$ cat src/rtl/anim_sequencer.sv
// Control FSM for the VGA animation pipeline: background, per-object coordinates, plot/erase, frame pacing.
// Defining ANIM_SEQ_CLEAR_EN adds the CLEAR state driven by the black input.
module anim_sequencer #(
  parameter int unsigned NUM_OBJ         = 4,
  parameter int unsigned STEPS           = 16,
  parameter int unsigned FRAMES_PER_STEP = 2,
  parameter int unsigned OBJ_W           = (NUM_OBJ > 1) ? $clog2(NUM_OBJ) : 1
) (
  input  logic             clk,
  input  logic             reset,
  input  logic             go,
  input  logic             black,
  input  logic             bg_done,
  input  logic             draw_done,
  input  logic             erase_done,
  input  logic             frame_tick,
  output logic             ld_bg,
  output logic             ld_coord,
  output logic             ld_plot,
  output logic             ld_erase,
  output logic             ld_clear,
  output logic [OBJ_W-1:0] obj_sel,
  output logic             round_done,
  output logic             busy
);

  localparam int unsigned StepW  = (STEPS > 1) ? $clog2(STEPS) : 1;
  localparam int unsigned FrameW = (FRAMES_PER_STEP > 1) ? $clog2(FRAMES_PER_STEP) : 1;

  localparam logic [OBJ_W-1:0]  LastObj   = OBJ_W'(NUM_OBJ - 1);
  localparam logic [StepW-1:0]  LastStep  = StepW'(STEPS - 1);
  localparam logic [FrameW-1:0] LastFrame = FrameW'(FRAMES_PER_STEP - 1);

`ifdef ANIM_SEQ_CLEAR_EN
  typedef enum logic [2:0] {
    StIdle, StDrawBg, StGenLoc, StPlot, StWaitFrame, StErase, StDone, StClear
  } state_e;
`else
  typedef enum logic [2:0] {
    StIdle, StDrawBg, StGenLoc, StPlot, StWaitFrame, StErase, StDone
  } state_e;
`endif

  state_e             state_q, state_d;
  logic [OBJ_W-1:0]   sel_q, sel_d;
  logic [StepW-1:0]   step_q, step_d;
  logic [FrameW-1:0]  frame_q, frame_d;

  always_ff @(posedge clk) begin
    if (reset) begin
      state_q <= StIdle;
      sel_q   <= '0;
      step_q  <= '0;
      frame_q <= '0;
    end else begin
      state_q <= state_d;
      sel_q   <= sel_d;
      step_q  <= step_d;
      frame_q <= frame_d;
    end
  end

  always_comb begin
    state_d = state_q;
    sel_d   = sel_q;
    step_d  = step_q;
    frame_d = frame_q;
    unique case (state_q)
      StIdle: begin
        if (go) state_d = StDrawBg;
      end
      StDrawBg: begin
        if (bg_done) begin
          state_d = StGenLoc;
          sel_d   = '0;
        end
      end
      StGenLoc: begin
        if (sel_q != LastObj) begin
          sel_d = sel_q + 1'b1;
        end else begin
          state_d = StPlot;
          sel_d   = '0;
        end
      end
      StPlot: begin
        if (draw_done) begin
          if (sel_q != LastObj) begin
            sel_d = sel_q + 1'b1;
          end else begin
            state_d = StWaitFrame;
            sel_d   = '0;
            frame_d = '0;
          end
        end
      end
      StWaitFrame: begin
        // frame_cnt holds at its terminal value on the leaving tick; PLOT re-zeroes it.
        if (frame_tick) begin
          if (frame_q != LastFrame) begin
            frame_d = frame_q + 1'b1;
          end else if (step_q == LastStep) begin
            state_d = StDone;
          end else begin
            state_d = StErase;
            step_d  = step_q + 1'b1;
          end
        end
      end
      StErase: begin
        if (erase_done) begin
          if (sel_q != LastObj) begin
            sel_d = sel_q + 1'b1;
          end else begin
            state_d = StGenLoc;
            sel_d   = '0;
          end
        end
      end
      StDone: begin
        step_d  = '0;
        state_d = StDrawBg;
      end
`ifdef ANIM_SEQ_CLEAR_EN
      StClear: begin
        if (erase_done) state_d = StIdle;
      end
`endif
      default: begin
        state_d = StIdle;
      end
    endcase

`ifdef ANIM_SEQ_CLEAR_EN
    // black overrides any completion pulse seen in the same cycle.
    if (black && (state_q inside {StPlot, StWaitFrame, StErase})) begin
      state_d = StClear;
      sel_d   = '0;
      step_d  = '0;
      frame_d = '0;
    end
`endif
  end

`ifndef ANIM_SEQ_CLEAR_EN
  logic unused_black;
  assign unused_black = black;
`endif

  always_comb begin
    ld_bg      = 1'b0;
    ld_coord   = 1'b0;
    ld_plot    = 1'b0;
    ld_erase   = 1'b0;
    ld_clear   = 1'b0;
    round_done = 1'b0;
    busy       = (state_q != StIdle);
    unique case (state_q)
      StDrawBg: ld_bg      = 1'b1;
      StGenLoc: ld_coord   = 1'b1;
      StPlot:   ld_plot    = 1'b1;
      StErase:  ld_erase   = 1'b1;
      StDone:   round_done = 1'b1;
`ifdef ANIM_SEQ_CLEAR_EN
      StClear:  ld_clear   = 1'b1;
`endif
      default: ;
    endcase
  end

  assign obj_sel = sel_q;

endmodule

$ cat config.mk
export PLATFORM = sky130hd
export DESIGN_NAME = anim_sequencer
export DESIGN_NICKNAME = d
export VERILOG_FILES = /design/src/rtl/anim_sequencer.sv
export SDC_FILE = /design/constraint.sdc
export NUM_CORES = 1
export LEC_CHECK = 0
export CAP_MARGIN = 20
export CORE_UTILIZATION = 51
export CTS_CLUSTER_DIAMETER = 100
export CTS_CLUSTER_SIZE = 10
export DETAILED_ROUTE_END_ITERATION = 10
export MAX_ROUTING_LAYER = met4
export PLACE_DENSITY = 0.79
export SLEW_MARGIN = 40
export SYNTH_ARGS = -nofsm -noshare
export SYNTH_HDL_FRONTEND = slang
export SYNTH_SLANG_ARGS = --single-unit
$ cat constraint.sdc
create_clock -name clk -period 2.95 [get_ports clk]
set_clock_uncertainty 0.15 [all_clocks]
set_input_delay 0.4425 -clock clk [delete_from_list [all_inputs] [get_ports clk]]
set_output_delay 0.4425 -clock clk [all_outputs]
set_load 0.02 [all_outputs]
==> impl_results.md, run 1 <==
- Core outline area: 1300 µm²
- Top post-synthesis cells by area: dfxtp_1 (28%), a21oi_1 (5.5%), nand3_1 (4.9%)
- Ys async rst share: 0
- Setup CP Type: reg -> out
- Die Wd: 39.6 µm
- Area growth syn-to-layout: 23.6%
- GRT Overall Usage: 0.241
- Initial Util: 0.555
- Post_cts resized: 0
- Kind of end point of the critical path: output port
- Initial antenna violation count: 0
- DR vias: 707
- Hold-fix buffers at CTS: 0
- Initial drt markers: 19
- Status: finished, final reports clean
- EDFF count, synth: 0
- # fillers: 116
- Synth Warn #: 0
- CTS H-tree depth: 1
- Synth Area per Inst: 7.93 µm²
- Synth top area share: 0.277
- Largest area contributor in the netlist: dfxtp_1
- Crit-path leading delay family: buffers and inverters
- Netlist Area Pre-Place: 722 µm²
- Max Root-Sink Buffers: 2
- Slew headroom: 0.587
- Total leakage power: 0.333 nW
- Slew Limit Fails: 0
- Reg power frac: 0.341
- Worst Max-Slew Pin Slew: 619 ps
- Largest stage delay, worst path: 720 ps
- Internal cell power: 0.000357 W
- Die Y: 39.6 µm
- Commonest cells post-synth: dfxtp_1 (10), nor2_1 (9), a21oi_1 (8)
- Clock Sinks: 10
- Fin crit period: 2570 ps
- Cells after Synth: 91
- WHS: 355 ps
- Share of cells above drive strength 1: 0.125
- Period utilization: 0.872
- Switching share of power: 0.409
- Clock Latency Late Sink: 280 ps
- Setup crit start kind: flop
- Max FO, Critical Path: 19
- Row cnt: 13
- Most frequent cell after synthesis: dfxtp_1
- Maximum vdd ir drop: 0.392 mV
- Post-CTS Setup Bufs: 0
- Yosys cell types: 36
- Final Power: 0.000605 W
- First-pass DRT Iterations: 4
- Ant diodes: 0
- CP required: 2360 ps
- Routed wire length: 1.64 mm
- Synth Flop Type: dfxtp_1
- Util after Layout: 0.686
- Cell Pwr Density: 678 nW/µm²
- Logic pwr share: 0.440
- First-pass GRT wire length: 2.41 mm
- Net load switching power: 0.000247 W
- GRT Residual Overflow: 0
- Die ar.: 1570 µm²
- Clock Tree Root: clkbuf_4
- DP Worst Slack: 695 ps
- Setup TNS: 0 ps
- IO buf count: 14
- Reg clk slew, reported paths: 70 ps
- Final WS setup: 377 ps
- Num CTS Buffers: 3
- Buffers & Inverters on Critical Path: 2
- GPL Wtd Cong: 0.812
- Crit path DAT: 1980 ps
- FMAX: 389 MHz
- Vias in the first global route: 550
- Hpwl dp: 1.11 mm
- Wire per inst: 13.8 µm
- CP max-delay cell: dfxtp_1
- DR vias/cell: 5.94
- Drt drc: 0
- Hold Fails Final Rpt: 0
- IO Pins: 17
- Maxcap violations: 0
- RSZ-0062 raised after global routing: no
- Setup violations, final: 0
- Routed Antenna Nets: 0
- Clk pwr share: 0.219
- Post-synthesis net count: 101
- CTS tree: built
- Critical path cell sequence: nand3_1, inv_1, clkdlybuf4s50_1
- Seq cells post-synth: 10
- Hold Path Class: reg -> reg
- Post-layout net count: 115
- Pin count of the biggest net entering global routing: 20
- Sequential-to-total area share from yosys stat: 0.277
==> cells by family after synthesis <==
| family | count (synthesis) | share of synthesized area |
|---|---|---|
| buf+inv | 10 | 0.0711 |
| mux | 3 | 0.0416 |
| xor+xnor | 1 | 0.0121 |
| flops | 10 | 0.277 |
| fa+ha+maj | 2 | 0.0347 |
| simple gates | 39 | 0.286 |
| other cells | 1 | 0.00519 |
| compound gates | 25 | 0.272 |
==> flip-flops by register name, summed over array words and instances, names as in the netlist <==
| name | flops |
|---|---|
| step_q | 4 |
| state_q | 3 |
| obj_sel | 2 |
| frame_q | 1 |
==> layer usage <==
layer | vias to the layer above | GRT usage | part of all wire
met3 | 5 | 0.0511 | 0.044
li1 | 354 | - | -
met4 | 0 | 0.129 | 0.017
met2 | 19 | 0.377 | 0.44
met1 | 329 | 0.287 | 0.49
met5 | - | - | 0
==> tightest hold or removal path: stages, from the launching register on <==
cell and delay (ps):
dfxtp_1 330, nand3_1 70, a21oi_1 60
==> through the flow <==
stage | instance area, µm² | cells
2_1_floorplan | 722 | 91
3_3_place_gp | 856 | 115
3_5_place_dp | 856 | 115
4_1_cts | 892 | 119
5_1_grt | 892 | 119
6_report | 892 | 119
==> placed cells by master, fill, tap and decap left out, types with 2 or more instances in the layout <==
cell,netlist,final
nand2_1,6,6
clkbuf_4,0,3
a211oi_1,2,2
nand2b_1,3,3
dfxtp_1,10,10
nor2_1,9,9
mux2i_1,3,3
clkdlybuf4s50_1,0,14
o41ai_2,2,2
buf_4,3,2
or3_1,2,2
inv_1,3,3
a21oi_1,8,8
ha_1,2,2
nand4_1,2,2
nand3b_1,2,2
o21ai_0,5,5
nand3_1,7,7
==> power by group through the flow <==
stage / clock network (W) / registers [W] / logic, W
2_1_floorplan: 0 / 0.000168 / 0.000224
3_3_place_gp: 0 / 0.000208 / 0.000260
3_5_place_dp: 0 / 0.000207 / 0.000263
5_1_grt: 0.000141 / 0.000210 / 0.000288
6_report: 0.000132 / 0.000206 / 0.000266
4_1_cts: 0.000132 / 0.000205 / 0.000266
==> area by class of cell <==
type / count / area (µm²) / area share
repair buffers: 16 / 155 / 0.174
inverters: 3 / 11.3 / 0.0126
well taps: 15 / 18.8 / 0.0210
multi-input cells: 71 / 470 / 0.527
flip-flops and latches: 10 / 200 / 0.224
clock buffers: 4 / 36.3 / 0.0407
==> final timing paths <==
path,depth (start not counted),slack (ps),endpoint,from
worst max-delay path,3,380,round_done,state_q[1]
worst min-delay path,2,360,step_q[0],step_q[0]
worst max register to register,4,1060,state_q[1],state_q[1]
worst min register to register,2,360,step_q[0],step_q[0]
Power figures use the tool's default switching activity.
==> inputs of run 2 (changes only) <==
--- a/config.mk
+++ b/config.mk
@@ -5,7 +5,7 @@
 export SDC_FILE = /design/constraint.sdc
 export NUM_CORES = 1
 export LEC_CHECK = 0
-export CAP_MARGIN = 20
+export CAP_MARGIN = 15
 export CORE_UTILIZATION = 51
 export CTS_CLUSTER_DIAMETER = 100
 export CTS_CLUSTER_SIZE = 10
==> results of run 2 <==
Final layout, timing and power as in run 1 (identical DEF).
==> inputs of run 3 (changes only) <==
==> constraint.sdc (replaced) <==
create_clock -name clk -period 3.25 [get_ports clk]
set_clock_uncertainty 0.15 [all_clocks]
set_input_delay 0.4875 -clock clk [delete_from_list [all_inputs] [get_ports clk]]
set_output_delay 0.4875 -clock clk [all_outputs]
set_load 0.02 [all_outputs]
==> impl_results.md, run 3 (synthesized netlist as in run 1, its figures left out) <==
- Max Root-Sink Buffers: 2 (unchanged)
- Core outline area: 1300 µm² (unchanged)
- Initial antenna violation count: 0 (unchanged)
- Slew Limit Fails: 0 (unchanged)
- DP Worst Slack: 832 ps (+138 ps)
- Total leakage power: 0.316 nW (-5.1%)
- Multi-input gate area: 470 µm² (unchanged)
- Clock Latency Late Sink: 260 ps (-20 ps)
- GRT Overall Usage: 0.240 (-0.00155)
- Ant diodes: 0 (unchanged)
- # fillers: 114 (-1.7%)
- Row cnt: 13 (unchanged)
- Reg clk slew, reported paths: 60 ps (about the same)
- Routed wire length: 1.54 mm (-6.0%)
- Initial drt markers: 12 (-7)
- Setup TNS: 0 ps (unchanged)
- Reg with most FFs: step_q
- GPL Wtd Cong: 0.795 (-2.1%)
- Area growth syn-to-layout: 19.6%
- Num CTS Buffers: 3 (unchanged)
- Clock Tree Root: clkbuf_4
- CTS H-tree depth: 1 (unchanged)
- Worst Max-Slew Pin Slew: 596 ps (-22.9 ps)
- CP required: 2610 ps (+250 ps)
- CTS tree: built
- Setup crit start kind: flop
- Maximum vdd ir drop: 0.349 mV (-11%)
- Share of cells above drive strength 1: 0.0990 (-0.0260)
- Crit path launch: state_q[1]
- Pin count of the biggest net entering global routing: 20 (unchanged)
- DR vias/cell: 5.92 (-0.32%)
- FMAX: 369 MHz
- Final WS setup: 537 ps (+159 ps)
- First-pass GRT wire length: 2.38 mm (-1.2%)
- WHS: 336 ps (-19.0 ps)
- Wire per inst: 13.3 µm (-3.6%)
- R2R Path Start: state_q[2]
- GRT Residual Overflow: 0 (unchanged)
- IO buf count: 14 (unchanged)
- Clock Sinks: 10 (unchanged)
- Fin crit period: 2710 ps
- Setup violations, final: 0 (unchanged)
- Setup CP Type: reg -> out
- Drt drc: 0 (unchanged)
- Status: finished, final reports clean
- Die Y: 39.6 µm (unchanged)
- Cell Pwr Density: 579 nW/µm² (-15%)
- Hold Fails Final Rpt: 0 (unchanged)
- DR vias: 687 (-2.8%)
- Post_cts resized: 0 (unchanged)
- Hold Path Origin: frame_q
- Hold Path Class: reg -> reg
- Post-layout net count: 113 (-1.7%)
- Register area: 200 µm² (unchanged)
- Die ar.: 1570 µm² (unchanged)
- Hold-fix buffers at CTS: 0 (unchanged)
- Max FO, Critical Path: 19 (unchanged)
- IO Pins: 17 (unchanged)
- Crit path DAT: 2080 ps (+100 ps)
- Routed Antenna Nets: 0 (unchanged)
- Post-CTS Setup Bufs: 0 (unchanged)
- RSZ-0062 raised after global routing: no
- Period utilization: 0.835
- Slew headroom: 0.602 (+0.0153)
- Commonest cells after routing, fill and taps aside: clkdlybuf4s50_1 (14), dfxtp_1 (10), nor2_1 (9), a21oi_1 (8), nand3_1 (7)
- Kind of end point of the critical path: output port
- Die Wd: 39.6 µm (unchanged)
- Initial Util: 0.555 (unchanged)
- First-pass DRT Iterations: 4 (unchanged)
- Largest register FFs: 4 (unchanged)
- Maxcap violations: 0 (unchanged)
- Hpwl dp: 1.08 mm (-2.3%)
- Most common cell after layout, fill and taps aside: clkdlybuf4s50_1
- Vias in the first global route: 544 (-1.1%)
[run 3: cell type report]
type / instances / area share
multi-input combinational: 71 / 0.545
sequential: 10 / 0.232
timing repair buffer: 14 / 0.162
clock buffer: 3 / 0.0261
tap: 15 / 0.0217
inverter: 3 / 0.0130
[run 3: path summary, 6_finish.rpt]
path | endpoint | slack [ps] | cells past startpoint
setup / recovery | ld_plot | 540 | 3
hold / removal | frame_q | 340 | 2
setup reg to reg | state_q[1] | 1300 | 4
hold reg to reg | frame_q | 340 | 2
[run 3: critical path, cell delays in order (launching register included)]
cell and delay, ps:
dfxtp_1 700, nand2b_1 340, nor2_1 160, clkdlybuf4s50_1 610
[run 3: through the flow]
stage	power, W	area [µm²]	instances	utilization
6_report	0.000500	863	116	0.663
5_1_grt	0.000534	863	116	0.663
4_1_cts	0.000506	863	116	0.663
3_5_place_dp	0.000420	841	113	0.646
3_3_place_gp	0.000417	841	113	0.646
2_1_floorplan	0.000356	722	91	-
[run 3: metal layers]
layer,global-route usage,share of wire
met5,-,0
met3,0.0682,0.052
met4,0.138,0.0098
met1,0.286,0.46
met2,0.357,0.47
[run 3: where the power goes]
group	internal, W	switching, W
clock network	0.0000428	0.0000412
logic	0.000113	0.000114
registers	0.000136	0.0000526
total	0.000292	0.000208
